### src/rtl/vscale_hasti_sram_arbiter.sv
// rtl/vscale_hasti_sram_arbiter.sv - two-master round-robin HASTI arbiter in front of a single SRAM port
// Optional stall-cycle counters are built only when VSCALE_ARB_PERF_EN is defined.
module vscale_hasti_sram_arbiter #(
  parameter int CNT_W = 32
) (
  input  logic             hclk,
  input  logic             hresetn,
  input  logic [31:0]      m0_haddr,
  input  logic             m0_hwrite,
  input  logic [2:0]       m0_hsize,
  input  logic [1:0]       m0_htrans,
  input  logic [31:0]      m0_hwdata,
  output logic [31:0]      m0_hrdata,
  output logic             m0_hready,
  output logic             m0_hresp,
  input  logic [31:0]      m1_haddr,
  input  logic             m1_hwrite,
  input  logic [2:0]       m1_hsize,
  input  logic [1:0]       m1_htrans,
  input  logic [31:0]      m1_hwdata,
  output logic [31:0]      m1_hrdata,
  output logic             m1_hready,
  output logic             m1_hresp,
  output logic [31:0]      s_haddr,
  output logic             s_hwrite,
  output logic [2:0]       s_hsize,
  output logic [1:0]       s_htrans,
  output logic [31:0]      s_hwdata,
  input  logic [31:0]      s_hrdata,
  input  logic             s_hready,
  input  logic             s_hresp,
  output logic [CNT_W-1:0] stall_cnt0,
  output logic [CNT_W-1:0] stall_cnt1
);

  localparam logic [1:0] HTRANS_IDLE   = 2'b00;
  localparam logic [1:0] HTRANS_NONSEQ = 2'b10;

  typedef enum logic [1:0] {OWN_NONE, OWN_M0, OWN_M1} owner_t;

  // Address phases that lost arbitration are parked here until granted.
  logic        pend0, pend1;
  logic [31:0] pend_addr0, pend_addr1;
  logic        pend_write0, pend_write1;
  logic [2:0]  pend_size0, pend_size1;

  owner_t dph_owner;
  logic   last_grant;  // 0: M0 was granted last, 1: M1 was granted last

  logic live0, live1, req0, req1, grant0, grant1;

  // Only htrans[1] distinguishes active from idle; SEQ/BUSY detail is dropped.
  logic unused_htrans;
  assign unused_htrans = m0_htrans[0] ^ m1_htrans[0];

  // A master stalled in its data phase has hready low, so it cannot post a live request.
  assign m0_hready = !pend0 && ((dph_owner != OWN_M0) || s_hready);
  assign m1_hready = !pend1 && ((dph_owner != OWN_M1) || s_hready);

  assign live0 = m0_htrans[1] && m0_hready;
  assign live1 = m1_htrans[1] && m1_hready;
  assign req0  = pend0 || live0;
  assign req1  = pend1 || live1;

  // Grant only while the SRAM accepts an address; contention goes to the master not served last.
  always_comb begin
    grant0 = 1'b0;
    grant1 = 1'b0;
    if (hresetn && s_hready) begin
      if (req0 && req1) begin
        grant0 = last_grant;
        grant1 = !last_grant;
      end else begin
        grant0 = req0;
        grant1 = req1;
      end
    end
  end

  // Forward the granted address phase (parked copy first) as a NONSEQ single.
  always_comb begin
    s_haddr  = 32'h0;
    s_hwrite = 1'b0;
    s_hsize  = 3'b000;
    s_htrans = HTRANS_IDLE;
    if (grant0) begin
      s_haddr  = pend0 ? pend_addr0  : m0_haddr;
      s_hwrite = pend0 ? pend_write0 : m0_hwrite;
      s_hsize  = pend0 ? pend_size0  : m0_hsize;
      s_htrans = HTRANS_NONSEQ;
    end else if (grant1) begin
      s_haddr  = pend1 ? pend_addr1  : m1_haddr;
      s_hwrite = pend1 ? pend_write1 : m1_hwrite;
      s_hsize  = pend1 ? pend_size1  : m1_hsize;
      s_htrans = HTRANS_NONSEQ;
    end
  end

  // Data-phase routing follows the current data-phase owner.
  always_comb begin
    s_hwdata = 32'h0;
    case (dph_owner)
      OWN_M0:  s_hwdata = m0_hwdata;
      OWN_M1:  s_hwdata = m1_hwdata;
      default: s_hwdata = 32'h0;
    endcase
  end

  assign m0_hresp  = (dph_owner == OWN_M0) && s_hresp;
  assign m1_hresp  = (dph_owner == OWN_M1) && s_hresp;
  assign m0_hrdata = s_hrdata;
  assign m1_hrdata = s_hrdata;

  // Park losing live requests, retire granted ones, and track arbitration/data-phase state.
  always_ff @(posedge hclk or negedge hresetn) begin
    if (!hresetn) begin
      pend0       <= 1'b0;
      pend1       <= 1'b0;
      pend_addr0  <= 32'h0;
      pend_addr1  <= 32'h0;
      pend_write0 <= 1'b0;
      pend_write1 <= 1'b0;
      pend_size0  <= 3'b000;
      pend_size1  <= 3'b000;
      dph_owner   <= OWN_NONE;
      last_grant  <= 1'b1;
    end else begin
      if (grant0) begin
        pend0 <= 1'b0;
      end else if (live0) begin
        pend0       <= 1'b1;
        pend_addr0  <= m0_haddr;
        pend_write0 <= m0_hwrite;
        pend_size0  <= m0_hsize;
      end
      if (grant1) begin
        pend1 <= 1'b0;
      end else if (live1) begin
        pend1       <= 1'b1;
        pend_addr1  <= m1_haddr;
        pend_write1 <= m1_hwrite;
        pend_size1  <= m1_hsize;
      end
      if (grant0) begin
        last_grant <= 1'b0;
      end else if (grant1) begin
        last_grant <= 1'b1;
      end
      if (s_hready) begin
        dph_owner <= grant0 ? OWN_M0 : (grant1 ? OWN_M1 : OWN_NONE);
      end
    end
  end

`ifdef VSCALE_ARB_PERF_EN
  localparam logic [CNT_W-1:0] CNT_ONE = {{(CNT_W-1){1'b0}}, 1'b1};
  localparam logic [CNT_W-1:0] CNT_MAX = {CNT_W{1'b1}};

  // Count cycles each master spends parked, saturating at all-ones.
  always_ff @(posedge hclk or negedge hresetn) begin
    if (!hresetn) begin
      stall_cnt0 <= '0;
      stall_cnt1 <= '0;
    end else begin
      if (pend0 && (stall_cnt0 != CNT_MAX)) stall_cnt0 <= stall_cnt0 + CNT_ONE;
      if (pend1 && (stall_cnt1 != CNT_MAX)) stall_cnt1 <= stall_cnt1 + CNT_ONE;
    end
  end
`else
  assign stall_cnt0 = '0;
  assign stall_cnt1 = '0;
`endif

endmodule

### config.mk
export PLATFORM = sky130hd
export DESIGN_NAME = vscale_hasti_sram_arbiter
export DESIGN_NICKNAME = d
export VERILOG_FILES = /design/src/rtl/vscale_hasti_sram_arbiter.sv
export SDC_FILE = /design/constraint.sdc
export NUM_CORES = 1
export LEC_CHECK = 0
export CORE_AREA = 5 5 146 148
export DETAILED_ROUTE_END_ITERATION = 16
export DIE_AREA = 0 0 151 153
export PLACE_DENSITY = 0.75
export SYNTH_ARGS = -nofsm -noshare
export SYNTH_HDL_FRONTEND = slang
export SYNTH_SLANG_ARGS = --single-unit
export TNS_END_PERCENT = 50
### constraint.sdc
create_clock -name hclk -period 2.15 [get_ports hclk]
set_input_delay 0.3225 -clock hclk [delete_from_list [all_inputs] [get_ports hclk]]
set_output_delay 0.3225 -clock hclk [all_outputs]
set_load 0.1 [all_outputs]
# Word level (Yosys, flattened, before mapping)
# Cells that the tools add are included.
classes:
  n_eq_ne: 4
  muxes: 26
  bitwise: 2
  n_reduce_logical: 20
op_table:
  columns: ["operator", "count"]
  rows:
  - ["32-bit two-way mux", 4]
  - ["32-bit case mux with 2 select lines", 1]
  - ["1-bit two-way mux", 14]
  - ["3-bit two-way mux", 4]
  - ["1-bit logical AND", 8]
  - ["2-bit two-way mux", 3]
  - ["2-bit nonzero test", 3]
  - ["1-bit logical OR", 4]
  - ["2-bit AND reduction", 2]
  - ["1-bit zero test", 3]
  - ["2-bit by 1-bit equality test with 1-bit output, second input constant", 1]
  - ["2-bit equality test, second input constant", 1]
  - ["2-bit by 1-bit inequality test with 1-bit output, second input constant", 1]
  - ["2-bit inequality test, second input constant", 1]
  - ["1-bit inverter", 2]
word_totals:
  reg_bits: 77
  in_bits: 176
  out_inout_bits: 202
  elab_cells: 62

# Logic depth before layout (Yosys ltp)
# Gate-level depths: netlist of run 1.
logic_depth:
  word_depth: 10
  ltp_mapped: 8
  ltp_nobuf: 5

# Worst setup path before layout of run 1
# OpenSTA, ideal clock, no wires.
synth_timing:
  path_kind: "flip-flop to output port"
  start: "register dph_owner[1]"
  end: "output port s_haddr[24]"
  arrival_time_ns: 2.780
  required_ns: 1.827
  setup_slack_ns: -0.953
  stages_incl_launch_ff: 9
  n_path_buf: 3
  cell_sequence: "dfrtp_1 > inv_1 > ha_1 > buf_2 > and2b_4 > o311ai_1 > buf_2 > buf_2 > o22ai_1"
synth_between:
  elab_chain_len: 10
  word_cells_on_any_way: 17
  cone_classes: "eq/ne: 2; mux: 6; reduce/logical: 9"
synth_lines:
  columns: ["item", "line", "text"]
  rows:
  - ["start, declared", "47", "owner_t dph_owner;"]
  - ["start signal, assigned", "150", "dph_owner <= grant0 ? OWN_M0 : (grant1 ? OWN_M1 : OWN_NONE);"]
  - ["2-bit by 1-bit inequality test with 1-bit output or 2-bit inequality test (tied branches)", "57, 58", null]
  - ["1-bit logical OR, on equally long branches", "57, 58", null]
  - ["1-bit logical AND, on equally long branches", "57, 58", null]
  - ["1-bit logical AND, on equally long branches", "60, 61", null]
  - ["1-bit logical OR, on equally long branches", "62, 63", null]
  - ["1-bit logical AND", "70", "if (req0 && req1) begin"]
  - ["1-bit two-way mux", "70", null]
  - ["1-bit two-way mux", "69", "if (hresetn && s_hready) begin"]
  - ["32-bit two-way mux", "91", "end else if (grant1) begin"]
  - ["32-bit two-way mux (*)", "86", "if (grant0) begin"]
  - ["end, declared", "24", "output logic [31:0] s_haddr,"]
# Mark *: on every way between the ends. The rest lies on a longest branch, timed or not.

# Worst setup path after layout of run 1
layout_timing:
  start: "register dph_owner[0]"
  end: "output port s_haddr[23]"
# The elaborated chain is that of the path after synthesis.

==> results.sh, run 1 <==
export IMPL_status="finished with violations"
export IMPL_violations="negative setup slack"
export IMPL_clk_path_buf_depth=2
export IMPL_finalCritPeriodShare_pct=108
export IMPL_grt_pass1_wl_um=27800
export IMPL_grt_usage_pct=15.6
export IMPL_grt_pass1_vias=4772
export IMPL_die_w_um=151
export IMPL_critPathRequiredTime_ps=1830
export IMPL_dr_first_iter_drc_count=104
export IMPL_pre_cts_ws_ps=-297
export IMPL_grt_max_degree=74
export IMPL_antenna_found_initial=0
export IMPL_wl_per_cell_um=19.4
export IMPL_crit_fanout=5
export IMPL_start_util_pct=28.6
export IMPL_cts_buffers=9
export IMPL_io_buffers=214
export IMPL_num_io_pins=378
export IMPL_path_cells="ha_4 > and2b_4 > o311ai_4 > buf_4 > buf_12 > o22ai_4 > buf_12"
export IMPL_final_layout_size_suffix_gt1_share_pct=42.2
export IMPL_whs_ps=246
export IMPL_die_h_um=153
export IMPL_fin_nets=867
export IMPL_postSynthAreaPerCell_um2=11.0
export IMPL_slowest_delay_ps=400
export IMPL_worst_slew_pin_slew_ps=985
export IMPL_firstDrtPassIters=4
export IMPL_die_area_um2=23100
export IMPL_hold_path_class="in -> async"
export IMPL_top_layer_used="met4"
export IMPL_yosys_warnings=0
export IMPL_crit_slowest_cell="dfrtp_1"
export IMPL_worst_setup_path_start_kind="flop"
export IMPL_finClkSkew_ps=10.6
export IMPL_switchingPower_mw=5.68
export IMPL_via_per_inst=4.47
export IMPL_wl_met3_um=1560
export IMPL_clock_latency_ps=350
export IMPL_cp_end_kind="output port"
export IMPL_cp_arrival_ps=2010
export IMPL_layout_common_cells="clkdlybuf4s50_1, buf_12, dfrtp_1, mux2i_1, conb_1"
export IMPL_clock_sinks=77
export IMPL_fin_ws_ps=-180
export IMPL_power_leakage_nw=4.11
export IMPL_crit_top_cell="buf_12"
export IMPL_postSynthCellCount=517
export IMPL_clk_transition_reported_paths_ps=60
export IMPL_vias=4313
export IMPL_max_freq_mhz=429
export IMPL_row_count=52
export IMPL_detail_route_antenna_nets=0
export IMPL_sw_frac_of_total_pct=46.4
export IMPL_layout_commonest_cell="clkdlybuf4s50_1"
export IMPL_internal_power_mw=6.56
export IMPL_critical_path_top_delay_family="buffers and inverters"
export IMPL_ys_ff_latch=77
export IMPL_slew_headroom_pct=34.3
export IMPL_rsz0062_at_grt="yes"
export IMPL_fin_util_pct=48.1
export IMPL_crit_type="reg -> out"
export IMPL_final_cell_area_um2=9580
export IMPL_antennaDiodeCount=0
export IMPL_synth_distinct_cells=28
export IMPL_total_power_mw=12.2
export IMPL_drt_wl_total_um=18700
export IMPL_grt_ovfl_total=0
export IMPL_wl_met2_um=9630
export IMPL_combPwrFrac_pct=65.4
export IMPL_min_period_ps=2330
export IMPL_crit_buf_inv=3
export IMPL_setup_viol=36
export IMPL_pwr_share_clk_pct=13.3
export IMPL_drv_slew=0
export IMPL_dp_hpwl_um=14400
export IMPL_clock_root_buffer="clkbuf_16"
export IMPL_max_vdd_ir_drop_mv=0.817
export IMPL_core_area_um2=19900
export IMPL_synth_area_um2=5680
export IMPL_yosysSeqAreaShare_pct=33.9
export IMPL_htreeDepth=3
export IMPL_place_area_um2=9030
export IMPL_drc=0
export IMPL_hold_viol=0
export IMPL_gp_congestion=0.763
export IMPL_m1WireLength_um=7100
export IMPL_power_density_nw_per_um2=1280
export IMPL_area_growth_pct=68.5
export IMPL_seqPwrFrac_pct=21.2
export IMPL_cts_tree="built"
export IMPL_drv_cap=0
==> sequential cells by signal (all words and copies together) (netlist names) <==
name         flops
pend_addr1      32
pend_write0      1
pend_size0       3
last_grant       1
pend1            1
dph_owner        2
pend_write1      1
pend_addr0      32
pend0            1
pend_size1       3
==> worst paths after layout <==
path | slack, ps | from | cells after the start | to
max | -180 | dph_owner[0] | 7 | s_haddr[23]
min | 250 | hresetn | 2 | pend_addr1[29]
max reg2reg | 60 | dph_owner[0] | 7 | pend_addr0[3]
min reg2reg | 510 | pend_addr0[0] | 1 | pend_addr0[0]
max in group asynchronous | 1230 | hresetn | 2 | pend_addr1[18]
min in group hclk | 290 | s_hready | 2 | dph_owner[0]
==> layer usage <==
metal	GRT usage (%)	vias up
met5	0	-
met4	5.31	0
met3	5.36	38
met2	26.5	173
met1	18.2	2113
li1	-	1989
==> kinds of logic (layout without fill, tap and decap cells) <==
group                      after synthesis  after routing  share of synthesized area, %
muxes                                  144            144                          30.9
DFF                                     77             77                          33.9
buffers and inverters                  170            283                          20.8
and+or+nand+nor                         42             42                          3.13
other                                    1             65                        0.0660
AOI/OAI and AO/OA                       81             81                          10.7
adders and majority gates                2              2                         0.440
==> power groups by stage <==
stage                     combinational (mW)  sequential (mW)  clock, mW
after floorplan                         6.35             2.46          0
after global placement                  7.76             2.56          0
after detailed placement                7.88             2.59          0
after CTS                               8.01             2.60       1.68
after global routing                    8.36             2.68       1.74
final                                   8.01             2.60       1.63
==> layout make-up <==
cell class                      count  area, µm²
Clock buffer                       10        229
Fill cell                        1742      10300
Clock inverter                      6       87.6
Sequential cell                    77       1930
Multi-Input combinational cell    334       3450
Inverter                            5       18.8
Timing Repair Buffer              262       3530
Tap cell                          270        338
==> Yosys cell counts <==
| cell type | count | share of area (%) |
|---|---|---|
| buf_4 | 129 | 17 |
| dfrtp_1 | 76 | 33 |
| mux2i_1 | 72 | 13 |
| mux2_4 | 60 | 16 |
| nor2_1 | 36 | 2.4 |
| o22ai_1 | 36 | 4.0 |
| a22oi_1 | 32 | 4.2 |
| clkbuf_1 | 14 | 0.92 |
| buf_2 | 13 | 1.1 |
| mux2_2 | 12 | 2.4 |
| buf_6 | 6 | 1.2 |
| inv_1 | 5 | 0.33 |
| and2_1 | 3 | 0.33 |
| buf_1 | 3 | 0.20 |
| o21ai_0 | 3 | 0.26 |
| a2111oi_4 | 2 | 0.97 |
| and2b_4 | 2 | 0.35 |
| ha_1 | 2 | 0.44 |
| o21a_1 | 2 | 0.26 |
| conb_1 | 1 | 0.066 |
| dfstp_2 | 1 | 0.46 |
| nand2_1 | 1 | 0.066 |
| o211a_1 | 1 | 0.18 |
| o211ai_1 | 1 | 0.13 |
| o21ai_2 | 1 | 0.15 |
| o21bai_2 | 1 | 0.20 |
| o311ai_1 | 1 | 0.15 |
| o41a_2 | 1 | 0.22 |
==> worst reg2reg max path, delay by kind of cell (launching register included) <==
family	cells	cell delay [ps]
AND/OR/NAND/NOR	1	170
buffers and inverters	3	550
multiplexers	1	380
AO/OA/AOI/OAI	1	290
adder cells (fa/ha/maj)	1	170
flip-flops	1	400
==> through the flow <==
step | std cells | setup TNS (ps)
floorplan | 581 | -3650
global placement | 938 | -20820
detailed placement | 938 | -23500
CTS | 961 | -8110
global route | 964 | -8530
finish | 964 | -5710
==> what timing repair did <==
action,in CTS,in global routing
hold buffers,1,0
gates cloned,1,2
resized for setup,16,8
endpoints found under the hold margin,4,0
endpoints found under the setup margin,69,90
pin swaps,25,3
buffers inserted,5,1
Power figures use the tool's default switching activity.
==> run 2, diff against run 1 <==
RECOVER_POWER = 50   (was not set)
==> results.sh, run 2 (same netlist as run 1, synthesis figures left out) <==
export IMPL_die_w_um=151
export IMPL_die_area_um2=23100
export IMPL_r2r_setup_slack_ps=60
export IMPL_worst_setup_path_start_kind="flop"
export IMPL_dp_hpwl_um=14400
export IMPL_antenna_found_initial=0
export IMPL_power_leakage_nw=4.11
export IMPL_hold_path_class="in -> reg"
export IMPL_max_freq_mhz=429
export IMPL_finalCritPeriodShare_pct=108
export IMPL_fillCellCount=1745
export IMPL_startpoint="dph_owner[0]"
export IMPL_top_layer_used="met4"
export IMPL_core_area_um2=19900
export IMPL_r2r_cells=7
export IMPL_fin_ws_ps=-180
export IMPL_via_per_inst=4.47
export IMPL_cp_end_kind="output port"
export IMPL_min_period_ps=2330
export IMPL_clock_root_buffer="clkbuf_16"
export IMPL_finClkSkew_ps=10.6
export IMPL_gp_congestion=0.763
export IMPL_hold_viol=0
export IMPL_tns_ps=-5710
export IMPL_total_power_mw=12.2
export IMPL_place_area_um2=9030
export IMPL_dr_first_iter_drc_count=104
export IMPL_clk_transition_reported_paths_ps=60
export IMPL_start_util_pct=28.6
export IMPL_wl_met3_um=1560
export IMPL_wl_met2_um=9640
export IMPL_crit_fanout=5
export IMPL_slowest_delay_ps=400
export IMPL_top_regs="pend_addr0 (32), pend_addr1 (32)"
export IMPL_grt_max_degree=74
export IMPL_power_density_nw_per_um2=1280
export IMPL_firstDrtPassIters=4
export IMPL_slew_headroom_pct=-14.8
export IMPL_vias=4311
export IMPL_die_h_um=153
export IMPL_wl_per_cell_um=19.4
export IMPL_area_growth_pct=68.4
export IMPL_whs_ps=286
export IMPL_grt_pass1_vias=4772
export IMPL_grt_pass1_wl_um=27800
export IMPL_detail_route_antenna_nets=0
export IMPL_status="finished with violations"
export IMPL_worstSetupPathDepth=7
export IMPL_cts_buffers=9
export IMPL_worst_slew_pin_slew_ps=1720
export IMPL_grt_ovfl_total=0
export IMPL_num_io_pins=378
export IMPL_htreeDepth=3
export IMPL_rr_startpoint="dph_owner[0]"
export IMPL_critical_path_top_delay_family="buffers and inverters"
export IMPL_worstHoldPathCells=2
export IMPL_cp_arrival_ps=2010
export IMPL_layout_common_cells="clkdlybuf4s50_1, buf_12, dfrtp_1, mux2i_1, conb_1"
export IMPL_crit_top_cell="buf_12"
export IMPL_drc=0
export IMPL_violations="max-capacitance violations, max-slew violations, negative setup slack"
export IMPL_rsz0062_at_grt="yes"
export IMPL_setup_viol=36
export IMPL_clock_latency_ps=350
export IMPL_crit_type="reg -> out"
export IMPL_endpoint="s_haddr[23]"
export IMPL_max_vdd_ir_drop_mv=0.817
export IMPL_clock_sinks=77
export IMPL_fin_nets=867
export IMPL_crit_slowest_cell="dfrtp_1"
export IMPL_cts_tree="built"
export IMPL_drt_wl_total_um=18700
export IMPL_drv_cap=1
export IMPL_crit_buf_inv=3
export IMPL_row_count=52
export IMPL_grt_usage_pct=15.6
export IMPL_layout_commonest_cell="clkdlybuf4s50_1"
export IMPL_io_buffers=214
export IMPL_r2r_end="pend_addr0[3]"
export IMPL_antennaDiodeCount=0
export IMPL_path_cells="ha_4 > and2b_4 > o311ai_4 > buf_4 > buf_12 > o22ai_4 > buf_12"
export IMPL_drv_slew=74
export IMPL_m1WireLength_um=7090
export IMPL_clk_path_buf_depth=2
export IMPL_pre_cts_ws_ps=-297
export IMPL_critPathRequiredTime_ps=1830
export IMPL_final_layout_size_suffix_gt1_share_pct=42.1
export IMPL_final_cell_area_um2=9570
## run 2: cell types whose count changed in the layout (fill, tap and decap cells not counted)
cell,delta
clkbuf_1,+1
buf_4,-2
buf_2,+1
## run 2: how the worst min path moves through the flow
stage	to	startpoint
6_report	dph_owner[0]	s_hready
5_1_grt	dph_owner[1]	s_hready
4_1_cts	pend_addr1[26]	hresetn
3_5_place_dp	dph_owner[0]	hresetn
3_3_place_gp	pend_addr0[23]	hresetn
2_1_floorplan	dph_owner[0]	hresetn
## run 2: layout make-up
class	instances	area, µm²	share of cell area, %
multi-input combinational	334	3450	36.0
clock inverter	6	87.6	0.915
tap	270	338	3.53
timing repair buffer	262	3520	36.8
sequential	77	1930	20.2
inverter	5	18.8	0.196
clock buffer	10	229	2.39
## run 2: report_power, final
part           leakage, nW  total (mW)  internal, mW  switching (mW)
registers            0.912        2.60          2.17           0.428
logic                 3.05        8.01          3.37            4.64
clock network        0.145        1.63          1.01           0.616
total                 4.11        12.2          6.56            5.68
## run 2: per-layer routing
metal	vias up	GRT usage [%]
met4	0	5.31
met5	-	0
li1	1989	-
met1	2113	18.2
met3	38	5.36
met2	171	26.5
## run 2: per-stage QoR
step | cells | utilization [%]
2_1_floorplan | 581 | -
5_1_grt | 964 | 48.1
3_5_place_dp | 938 | 45.3
3_3_place_gp | 938 | 45.3
4_1_cts | 961 | 47.6
6_report | 964 | 48.1
## run 2: repair_timing
action                                  CTS  global route
hold buffers                              1             0
gates cloned                              1             2
endpoints found under the hold margin     4             0
gates resized for setup                  16             8
pin swaps                                25             3
endpoints found under the setup margin   69            90
buffers inserted                          5             1
==> run 3, diff against run 2 <==
ABC_AREA = 1   (was not set)
CELL_PAD_IN_SITES_DETAIL_PLACEMENT = 2   (was not set)
CELL_PAD_IN_SITES_GLOBAL_PLACEMENT = 2   (was not set)
CORE_AREA = not set   (was 5 5 146 148)
CORE_MARGIN = 5   (was not set)
CORE_UTILIZATION = 17   (was not set)
DIE_AREA = not set   (was 0 0 151 153)
PLACE_DENSITY = 0.84   (was 0.75)
SKIP_LAST_GASP = 1   (was not set)
==> results.sh, run 3 <==
export IMPL_violations="negative setup slack"
export IMPL_seq_area_um2=1930
export IMPL_slew_headroom_pct=38.4
export IMPL_hold_path_class="in -> async"
export IMPL_critPathRequiredTime_ps=1830
export IMPL_fin_util_pct=28.8
export IMPL_final_layout_size_suffix_gt1_share_pct=33.7
export IMPL_top_regs="pend_addr0 (32), pend_addr1 (32)"
export IMPL_via_per_inst=4.09
export IMPL_yosysSeqAreaShare_pct=32.4
export IMPL_postSynthAreaPerCell_um2=7.54
export IMPL_clock_sinks=77
export IMPL_cts_tree="built"
export IMPL_gp_congestion=0.794
export IMPL_max_vdd_ir_drop_mv=0.443
export IMPL_grt_ovfl_total=0
export IMPL_slowest_delay_ps=390
export IMPL_grt_pass1_vias=6565
export IMPL_synth_area_um2=5940
export IMPL_ys_ff_latch=77
export IMPL_synth_common_cells="nand2_1, buf_4, dfrtp_1, nand3_1, mux2_2"
export IMPL_crit_type="reg -> out"
export IMPL_ys_top_cells_by_area="dfrtp_1, nand2_1, buf_4, mux2_2, nand3_1"
export IMPL_ys_async_sr_fraction_pct=100
export IMPL_start_util_pct=17.2
export IMPL_vias=5777
export IMPL_r2r_cells=12
export IMPL_dp_hpwl_um=21000
export IMPL_drv_slew=0
export IMPL_grt_usage_pct=13.6
export IMPL_antenna_found_initial=5
export IMPL_cp_end_kind="output port"
export IMPL_total_power_mw=12.8
export IMPL_min_period_ps=2500
export IMPL_io_buffers=214
export IMPL_postSynthCellCount=788
export IMPL_die_h_um=197
export IMPL_row_count=68
export IMPL_setup_viol=70
export IMPL_crit_top_cell="nand2_4"
export IMPL_layout_common_cells="nand2_1, clkdlybuf4s50_1, buf_12, dfrtp_1, nand3_1"
export IMPL_status="finished with violations"
export IMPL_synth_most_common_cell="nand2_1"
export IMPL_clk_path_buf_depth=2
export IMPL_layout_commonest_cell="nand2_1"
export IMPL_drc=0
export IMPL_synth_edf_count=0
export IMPL_grt_pass1_wl_um=40500
export IMPL_power_leakage_nw=4.41
export IMPL_clock_root_buffer="clkbuf_16"
export IMPL_cts_buffers=9
export IMPL_fillCellCount=3862
export IMPL_fin_nets=1129
export IMPL_detail_route_antenna_nets=0
export IMPL_max_freq_mhz=399
export IMPL_worst_slew_pin_slew_ps=924
export IMPL_m1WireLength_um=10800
export IMPL_worst_setup_path_start_kind="flop"
export IMPL_finalCritPeriodShare_pct=116
export IMPL_wl_met2_um=14400
export IMPL_hold_buffers=0
export IMPL_core_area_um2=34500
export IMPL_area_growth_pct=67.2
export IMPL_finClkSkew_ps=10.7
export IMPL_power_density_nw_per_um2=1290
export IMPL_synth_distinct_cells=22
export IMPL_die_area_um2=38800
export IMPL_yosys_warnings=0
export IMPL_drv_cap=0
export IMPL_firstDrtPassIters=6
export IMPL_clk_transition_reported_paths_ps=70
export IMPL_cp_arrival_ps=2180
export IMPL_clock_latency_ps=360
export IMPL_crit_slowest_cell="dfrtp_1"
export IMPL_top_layer_used="met5"
export IMPL_synthFlopType="dfrtp_1"
export IMPL_crit_fanout=6
export IMPL_die_w_um=197
export IMPL_multi_input_area_um2=3610
export IMPL_htreeDepth=3
export IMPL_wl_met3_um=1890
export IMPL_synth_top_cell_area_share_pct=32.0
export IMPL_dr_first_iter_drc_count=192
export IMPL_wl_per_cell_um=19.7
export IMPL_grt_max_degree=46
export IMPL_drt_wl_total_um=27900
export IMPL_hold_viol=0
export IMPL_rsz0062_at_grt="yes"
export IMPL_fin_ws_ps=-354
export IMPL_num_io_pins=378
export IMPL_yosysTopAreaCell="dfrtp_1"
export IMPL_path_cells="inv_2 > ha_4 > inv_4 > nor2_4 > o21bai_1 > nand2_1 > nand2_4 > clkinv_8 > clkbuf_16 > nand2_4 > nand2_4 > buf_12"
==> run 3: changes by cell type after synthesis, moves of 31 or more <==
cell | previous run | this run
a22oi_1 | 32 | 0
nor2_1 | 36 | 5
mux2i_1 | 72 | 0
nand2_1 | 1 | 325
nand3_1 | 0 | 73
o22ai_1 | 36 | 0
mux2_4 | 60 | 0
a21oi_1 | 0 | 34
mux2_2 | 12 | 72
==> run 3: power breakdown <==
part	total, mW	switching [mW]	internal [mW]
combinational	8.60	5.50	3.09
sequential	2.50	0.378	2.12
clock	1.73	0.709	1.02
==> run 3: area by class of cell <==
cell class              instances  share of cell area (%)
multi-input cells             589                    36.3
repair buffers                261                    34.5
flip-flops and latches         77                    19.4
well taps                     455                    5.73
clock buffers                   9                    2.27
clock inverters                 7                   0.969
inverters                      12                   0.680
repair inverters                1                  0.0881
diodes                          1                  0.0252
==> run 3: critical path, delay by kind of cell, from the launching register on <==
| family | cells | cell delay, ps |
|---|---|---|
| buffers and inverters | 5 | 580 |
| and+or+nand+nor | 5 | 480 |
| DFF | 1 | 390 |
| adders and majority gates | 1 | 180 |
| AOI/OAI and AO/OA | 1 | 180 |
==> run 3: kinds of logic after synthesis <==
group | after synthesis | synth area share (%)
muxes | 72 | 13.6
adders and majority gates | 2 | 0.421
buffers and inverters | 186 | 21.6
and+or+nand+nor | 412 | 28.5
DFF | 77 | 32.4
other | 1 | 0.0631
AOI/OAI and AO/OA | 38 | 3.28
==> run 3: what timing repair did <==
| action | CTS | global route |
|---|---|---|
| setup endpoints to repair | 70 | 72 |
| pin swaps | 3 | 9 |
| gates cloned | 2 | 3 |
| setup buffers | 3 | 1 |
| resized for setup | 32 | 67 |
==> run 3: through the flow <==
stage | setup TNS [ps] | hold WS (ps) | std cells | worst slack [ps] | area (µm²)
2_1_floorplan | -7480 | 26.9 | 852 | -299 | 6530
3_3_place_gp | -6690 | 439 | 1386 | -234 | 9170
3_5_place_dp | -11780 | 446 | 1386 | -278 | 9170
4_1_cts | -15770 | 45.1 | 1407 | -313 | 9650
5_1_grt | -25940 | 407 | 1412 | -459 | 9940
6_report | -18190 | 327 | 1412 | -354 | 9940
==> run 3: worst paths after layout <==
path                                    start              to  slack (ps)
worst min-delay path                  hresetn  pend_addr1[21]         330
max in group asynchronous             hresetn           pend0         440
worst min register to register  pend_size0[2]   pend_size0[2]         470
min in group hclk               pend_size0[2]   pend_size0[2]         470
worst max-delay path             dph_owner[1]     s_haddr[23]        -350
worst max register to register   dph_owner[1]  pend_addr1[23]         160
==> run 3: routing by layer <==
metal | global-route usage (%) | vias up
met3 | 3.50 | 42
met1 | 15.2 | 2851
li1 | - | 2649
met2 | 24.5 | 227
met4 | 5.37 | 8
met5 | 0 | -
